===== src/rtl/ram_frame_reader_if.sv =====
// +----------------------------------------------------------------------------+
// | ram_frame_reader_if                                                        |
// | Word read port (from ping-pong buffer) and byte stream port (to UART).     |
// | Rev 1.0 - initial release                                                  |
// +----------------------------------------------------------------------------+
`default_nettype none

interface ram_frame_reader_if #(
  parameter int WIDTH = 32
) ();
  logic [WIDTH-1:0] read_data_i;
  logic             read_valid_i;
  logic             read_ready_o;
  logic [7:0]       byte_data_o;
  logic             byte_valid_o;
  logic             byte_ready_i;

  // slave: the frame reader itself
  modport slave (
    input  read_data_i, read_valid_i, byte_ready_i,
    output read_ready_o, byte_data_o, byte_valid_o
  );

  // master: the buffer read port plus the byte transmitter
  modport master (
    output read_data_i, read_valid_i, byte_ready_i,
    input  read_ready_o, byte_data_o, byte_valid_o
  );
endinterface

`default_nettype wire


===== src/rtl/ram_frame_reader.sv =====
// +----------------------------------------------------------------------------+
// | ram_frame_reader                                                           |
// | Drains DEPTH words per buffer-ready pulse into a framed, checksummed byte  |
// | stream: SYNC, SEQ, payload (MSB first), XOR checksum.                      |
// | Rev 1.0 - initial release                                                  |
// +----------------------------------------------------------------------------+
`default_nettype none

module ram_frame_reader #(
  parameter int         WIDTH     = 32,
  parameter int         DEPTH     = 256,
  parameter logic [7:0] SYNC_BYTE = 8'hA5,
  parameter int         CNT_WIDTH = $clog2(DEPTH) + 1
) (
  input  wire logic         clk_i,
  input  wire logic         rst_i,
  input  wire logic         buffer_ready_i,
  ram_frame_reader_if.slave bus,
  output logic              busy_o,
  output logic              frame_done_o,
  output logic              frame_dropped_o,
  output logic [7:0]        frame_seq_o
);

  localparam int                   BYTES    = WIDTH / 8;
  localparam int                   IDX_W    = 2;
  localparam logic [IDX_W-1:0]     LAST_IDX = IDX_W'(BYTES - 1);
  localparam logic [CNT_WIDTH-1:0] CNT_MAX  = CNT_WIDTH'(DEPTH);

  typedef enum logic [2:0] {
    S_IDLE  = 3'd0,
    S_SYNC  = 3'd1,
    S_SEQ   = 3'd2,
    S_FETCH = 3'd3,
    S_SEND  = 3'd4,
    S_CSUM  = 3'd5
  } state_t;

  state_t               state_q, state_d;
  logic [CNT_WIDTH-1:0] cnt_q, cnt_d;
  logic [IDX_W-1:0]     idx_q, idx_d;
  logic [WIDTH-1:0]     shift_q, shift_d;
  logic [7:0]           csum_q, csum_d;
  logic [7:0]           seq_q, seq_d;
  logic [7:0]           byte_data_q, byte_data_d;
  logic                 byte_valid_q, byte_valid_d;
  logic                 read_ready_q, read_ready_d;
  logic                 done_q, done_d;
  logic                 drop_q, drop_d;

  logic byte_fire;
  logic word_fire;

  assign byte_fire = byte_valid_q && bus.byte_ready_i;
  assign word_fire = read_ready_q && bus.read_valid_i;

  always_comb begin
    state_d = state_q;
    cnt_d   = cnt_q;
    idx_d   = idx_q;
    shift_d = shift_q;
    csum_d  = csum_q;
    seq_d   = seq_q;
    done_d  = 1'b0;
    drop_d  = buffer_ready_i && (state_q != S_IDLE);

    case (state_q)
      S_IDLE: begin
        if (buffer_ready_i) begin
          state_d = S_SYNC;
          csum_d  = 8'h00;
          cnt_d   = '0;
        end
      end
      S_SYNC: begin
        if (byte_fire) state_d = S_SEQ;
      end
      S_SEQ: begin
        if (byte_fire) begin
          csum_d  = csum_q ^ seq_q;
          state_d = S_FETCH;
        end
      end
      S_FETCH: begin
        if (word_fire) begin
          shift_d = bus.read_data_i;
          idx_d   = LAST_IDX;
          cnt_d   = cnt_q + 1'b1;
          state_d = S_SEND;
        end
      end
      S_SEND: begin
        if (byte_fire) begin
          csum_d  = csum_q ^ byte_data_q;
          shift_d = shift_q << 8;
          if (idx_q == '0) begin
            state_d = (cnt_q == CNT_MAX) ? S_CSUM : S_FETCH;
          end else begin
            idx_d = idx_q - 1'b1;
          end
        end
      end
      S_CSUM: begin
        if (byte_fire) begin
          done_d  = 1'b1;
          seq_d   = seq_q + 8'd1;
          state_d = S_IDLE;
        end
      end
      default: state_d = S_IDLE;
    endcase

    // Outputs are decoded from the next state so they leave flops directly.
    read_ready_d = (state_d == S_FETCH);
    byte_valid_d = (state_d == S_SYNC) || (state_d == S_SEQ) ||
                   (state_d == S_SEND) || (state_d == S_CSUM);
    case (state_d)
      S_SYNC:  byte_data_d = SYNC_BYTE;
      S_SEQ:   byte_data_d = seq_d;
      S_SEND:  byte_data_d = shift_d[WIDTH-1 -: 8];
      S_CSUM:  byte_data_d = csum_d;
      default: byte_data_d = 8'h00;
    endcase
  end

  always_ff @(posedge clk_i) begin
    if (rst_i) begin
      state_q      <= S_IDLE;
      cnt_q        <= '0;
      idx_q        <= '0;
      shift_q      <= '0;
      csum_q       <= 8'h00;
      seq_q        <= 8'h00;
      byte_data_q  <= 8'h00;
      byte_valid_q <= 1'b0;
      read_ready_q <= 1'b0;
      done_q       <= 1'b0;
      drop_q       <= 1'b0;
    end else begin
      state_q      <= state_d;
      cnt_q        <= cnt_d;
      idx_q        <= idx_d;
      shift_q      <= shift_d;
      csum_q       <= csum_d;
      seq_q        <= seq_d;
      byte_data_q  <= byte_data_d;
      byte_valid_q <= byte_valid_d;
      read_ready_q <= read_ready_d;
      done_q       <= done_d;
      drop_q       <= drop_d;
    end
  end

  assign bus.read_ready_o = read_ready_q;
  assign bus.byte_data_o  = byte_data_q;
  assign bus.byte_valid_o = byte_valid_q;
  assign busy_o           = (state_q != S_IDLE);
  assign frame_done_o     = done_q;
  assign frame_dropped_o  = drop_q;
  assign frame_seq_o      = seq_q;

endmodule

`default_nettype wire


===== src/flat_wrapper.sv =====
// flat-port wrapper written by rule: the top's interface ports become plain ports
module ram_frame_reader_flat 
#(
  parameter int         WIDTH     = 32,
  parameter int         DEPTH     = 256,
  parameter logic [7:0] SYNC_BYTE = 8'hA5,
  parameter int         CNT_WIDTH = $clog2(DEPTH) + 1
)
  (clk_i, rst_i, buffer_ready_i, busy_o, frame_done_o, frame_dropped_o, frame_seq_o, bus_read_data_i, bus_read_valid_i, bus_byte_ready_i, bus_read_ready_o, bus_byte_data_o, bus_byte_valid_o);
  ram_frame_reader_if #(.WIDTH(WIDTH)) bus_i ();
  input  wire logic clk_i;
  input  wire logic rst_i;
  input  wire logic buffer_ready_i;
  output logic busy_o;
  output logic frame_done_o;
  output logic frame_dropped_o;
  output logic [7:0] frame_seq_o;
  input wire logic [$bits(bus_i.read_data_i)-1:0] bus_read_data_i;
  input wire logic [$bits(bus_i.read_valid_i)-1:0] bus_read_valid_i;
  input wire logic [$bits(bus_i.byte_ready_i)-1:0] bus_byte_ready_i;
  output wire logic [$bits(bus_i.read_ready_o)-1:0] bus_read_ready_o;
  output wire logic [$bits(bus_i.byte_data_o)-1:0] bus_byte_data_o;
  output wire logic [$bits(bus_i.byte_valid_o)-1:0] bus_byte_valid_o;
  assign bus_i.read_data_i = bus_read_data_i;
  assign bus_i.read_valid_i = bus_read_valid_i;
  assign bus_i.byte_ready_i = bus_byte_ready_i;
  assign bus_read_ready_o = bus_i.read_ready_o;
  assign bus_byte_data_o = bus_i.byte_data_o;
  assign bus_byte_valid_o = bus_i.byte_valid_o;
  ram_frame_reader #(.WIDTH(WIDTH), .DEPTH(DEPTH), .SYNC_BYTE(SYNC_BYTE), .CNT_WIDTH(CNT_WIDTH)) u_core (.clk_i(clk_i), .rst_i(rst_i), .buffer_ready_i(buffer_ready_i), .bus(bus_i), .busy_o(busy_o), .frame_done_o(frame_done_o), .frame_dropped_o(frame_dropped_o), .frame_seq_o(frame_seq_o));
endmodule

===== config.mk =====
export PLATFORM = sky130hd
export DESIGN_NAME = ram_frame_reader_flat
export DESIGN_NICKNAME = d
export VERILOG_FILES = /design/src/rtl/ram_frame_reader_if.sv /design/src/rtl/ram_frame_reader.sv /design/src/flat_wrapper.sv
export SDC_FILE = /design/constraint.sdc
export NUM_CORES = 1
export LEC_CHECK = 0
export ABC_AREA = 0
export CORE_ASPECT_RATIO = 0.75
export CORE_MARGIN = 1
export CORE_UTILIZATION = 57
export CTS_CLUSTER_SIZE = 30
export DETAILED_ROUTE_END_ITERATION = 8
export GPL_ROUTABILITY_DRIVEN = 0
export MAX_ROUTING_LAYER = met4
export PLACE_DENSITY = 0.92
export SLEW_MARGIN = 25
export SYNTH_ARGS = -nofsm -noshare
export SYNTH_HDL_FRONTEND = slang
export SYNTH_SLANG_ARGS = --single-unit

===== constraint.sdc =====
create_clock -name clk_i -period 3.16 [get_ports clk_i]
set_input_delay 0.948 -clock clk_i [delete_from_list [all_inputs] [get_ports clk_i]]
set_output_delay 0.948 -clock clk_i [all_outputs]
set_load 0.01 [all_outputs]

==> metrics.txt <==
outcome=completed; via/cell ratio=6.50; die area=~0.0064 sq mm; most common cell in the netlist=dfxtp_1; mux contribution to synthesized area=0.00618; first-pass GRT wire length=15.8 mm; max cap viols=0; total congestion overflow=0; CTS root buffer=clkbuf_8; critical path fanouts, max=8; die width=91.7 um; NumNets Final=between 400 and 500; WP data arrival=between 3 and 4 ns; pre-CTS setup slack=around 0.0030 ns; Most Crowded Layer GR=met2; DRC Markers=0; IR drop worst, VDD=321 uV; CTS tree=built; max_slew headroom=0.555; EDFF count, synth=0; top cells by count, synth=dfxtp_1 (74), nor2_1 (52), nand2_1 (38), a21oi_1 (37), a22oi_1 (34); WL final=9.79 mm; Post-CTS Resized=0; fraction of layout cells with a size suffix above 1=0.0915; met3 GRT Util=0.105; Worst Skew=0.0122 ns; simple-gate portion of the synthesized area=0.194; post-layout min period=2.92 ns; Bufs and invs on worst path=2; Startpoint Class=input port; placed instance area=between 0.004 and 0.005 sq mm; Cell variety after synth=58; crit path cell chain=clkdlybuf4s50_1, nand3_1, a41o_1, a221oi_4, or2_1, inv_2, a22oi_1, o22ai_1; Antenna Nets Post-Route=0; DRT Pass-1 Iters=6; total track usage=0.327; largest family of logic cells by synthesized area=compound AO/OA/AOI/OAI gates; Mapped Nets=441; HP Class=flop to flop; largest net degree at the start of global routing=30; Least-Margin Pin Slew=0.666 ns; buffer count from post-CTS setup fixing=0; GR met1 Demand/Resource=0.404; initial antenna violation count=0; Synth Cell Area=0.00344 sq mm; Synth Flop Type=dfxtp_1; Ports=58; register area share after synthesis=0.430; Setup CP Type=input port to flop; Crit. End Element=flop; cell count after synthesis=400; Pwr Density=roughly 450 mW/mm^2; Initial Utilization=0.591; clock-pin transition on the worst setup and hold timing paths=about 0.08 ns; row cnt=24; count of final hold-check violations=0; RSZ-0062 raised after global routing=no; Skew-Pair Late Insertion Delay=0.36 ns; synthesized flop and latch total=74; hold slack=0.457 ns; DRT iter0 DRCs=408; Compound-Gate Fraction of Synth Area=0.273; cell taking the most area after synthesis=dfxtp_1; YS warnings=0; Die Y=69.3 um; area fraction of the dominant cell type after synthesis=0.430; Core Footprint=0.00583 sq mm; Vias=roughly 3500; required time of the critical path=3.41 ns; M2 GR Usage=0.507; CP max-delay cell=clkdlybuf4s50_1; clk sinks=74; leading post-synthesis cells by cell area=dfxtp_1 (43%), a22oi_1 (7.4%), nor2_1 (5.7%), a21oi_1 (5.4%), nand2_1 (4.1%); fin crit share=0.923; final setup fails=0; cts hold-fix bufs=0; DR WL/cell=18.2 um; synth-to-layout area growth=24.4%; clk buf depth=2; number of global-route vias before repair=approximately 3300; H-tree levels=3; CTS buffer count=9; Lkg Pwr=roughly 1.4 nW; Critical Path Max Stage Delay=0.62 ns; ant diodes=0; TNS Setup=0 ns; XOR/XNOR Fraction of Synth Area=0.0331; Port Buffers=57; FMAX=343 MHz; Max Transition Viols Final=0; fin area=0.00428 sq mm; fin worst setup slack=0.243 ns; Synth Area in Adders=0.0145; family with the most delay on the worst path=compound AO/OA/AOI/OAI gates; Avg Inst Size Synth=8.61 sq um; async set-reset flop share out of synthesis=0; hpwl dp=6.66 mm
layout make-up:
cell class | instances | area [sq um]
clock buffer | 9 | 124
sequential | 74 | 1480
clock inverter | 7 | 75.1
inverter | 9 | 33.8
timing repair buffer | 71 | 671
fill | 421 | 1540
multi-input combinational | 289 | 1800
tap | 78 | 97.6
cells by family after synthesis:
group                    Yosys count
multiplexers                       2
AO/OA/AOI/OAI                    128
AND/OR/NAND/NOR                  142
buffers and inverters             37
flip-flops                        74
adder cells (fa/ha/maj)            4
XOR/XNOR                          13
worst reg2reg max path, delay by kind of cell (launching register included):
family / cells / cell delay (ns)
AND/OR/NAND/NOR: 3 / 1.00
flip-flops: 1 / 0.53
buffers and inverters: 1 / 0.08
AO/OA/AOI/OAI: 3 / 0.82
report_power, final:
| part | switching (mW) | leakage (nW) | internal [mW] |
|---|---|---|---|
| sequential | 0.0201 | 0.597 | 0.942 |
| clock | 0.386 | 0.0923 | 0.368 |
| combinational | 0.103 | 0.747 | 0.0966 |
placed cells by master, fill, tap and decap left out, drive strengths merged, types with 3 or more instances in the layout:
master	instances
dfxtp	74
clkdlybuf4s50	56
nor2	52
nand2	38
a21oi	38
a22oi	35
buf	15
inv	11
nor3	10
clkbuf	9
nor2b	8
xnor2	7
nand3	6
xor2	6
o22ai	6
o221ai	6
a221oi	6
nor4	5
a22o	5
nand2b	4
o32a	4
a311oi	4
a211oi	4
ha	4
o21ai	4
nand4	3
or2	3
and3	3
a2bb2oi	3
clkinvlp	3
sequential cells by signal (all words and copies together), names as in the netlist:
signal,cells
u_core.bus.byte_data_o,8
u_core.bus.byte_valid_o,1
u_core.bus.read_ready_o,1
u_core.cnt_q,9
u_core.csum_q,8
u_core.frame_done_o,1
u_core.frame_dropped_o,1
u_core.frame_seq_o,8
u_core.idx_q,2
u_core.shift_q,32
u_core.state_q,3
path summary, 6_finish.rpt:
kind	startpoint	to	slack, ns	cells past startpoint
setup / recovery	bus_byte_ready_i	u_core.bus.byte_data_o[6]$_SDFF_PP0_	0.24	8
hold reg to reg	u_core.shift_q[23]$_SDFFE_PP0P_	u_core.shift_q[23]$_SDFFE_PP0P_	0.46	2
hold / removal	u_core.shift_q[23]$_SDFFE_PP0P_	u_core.shift_q[23]$_SDFFE_PP0P_	0.46	2
setup reg to reg	u_core.state_q[1]$_SDFF_PP0_	u_core.bus.byte_data_o[6]$_SDFF_PP0_	0.63	7
stage by stage:
stage               power [mW]  std cells   util
floorplan                 1.07        400      -
global placement          1.17        521  0.701
detailed placement        1.17        521  0.701
CTS                       1.91        537  0.735
global route              1.97        537  0.735
finish                    1.92        537  0.735
routing by layer:
layer	vias to the layer above	routed length (um)
met5	-	0
met4	0	229
met3	35	1040
met2	211	4580
met1	1670	3940
li1	1575	-
Note: power is estimated with default switching activity, not from simulation.
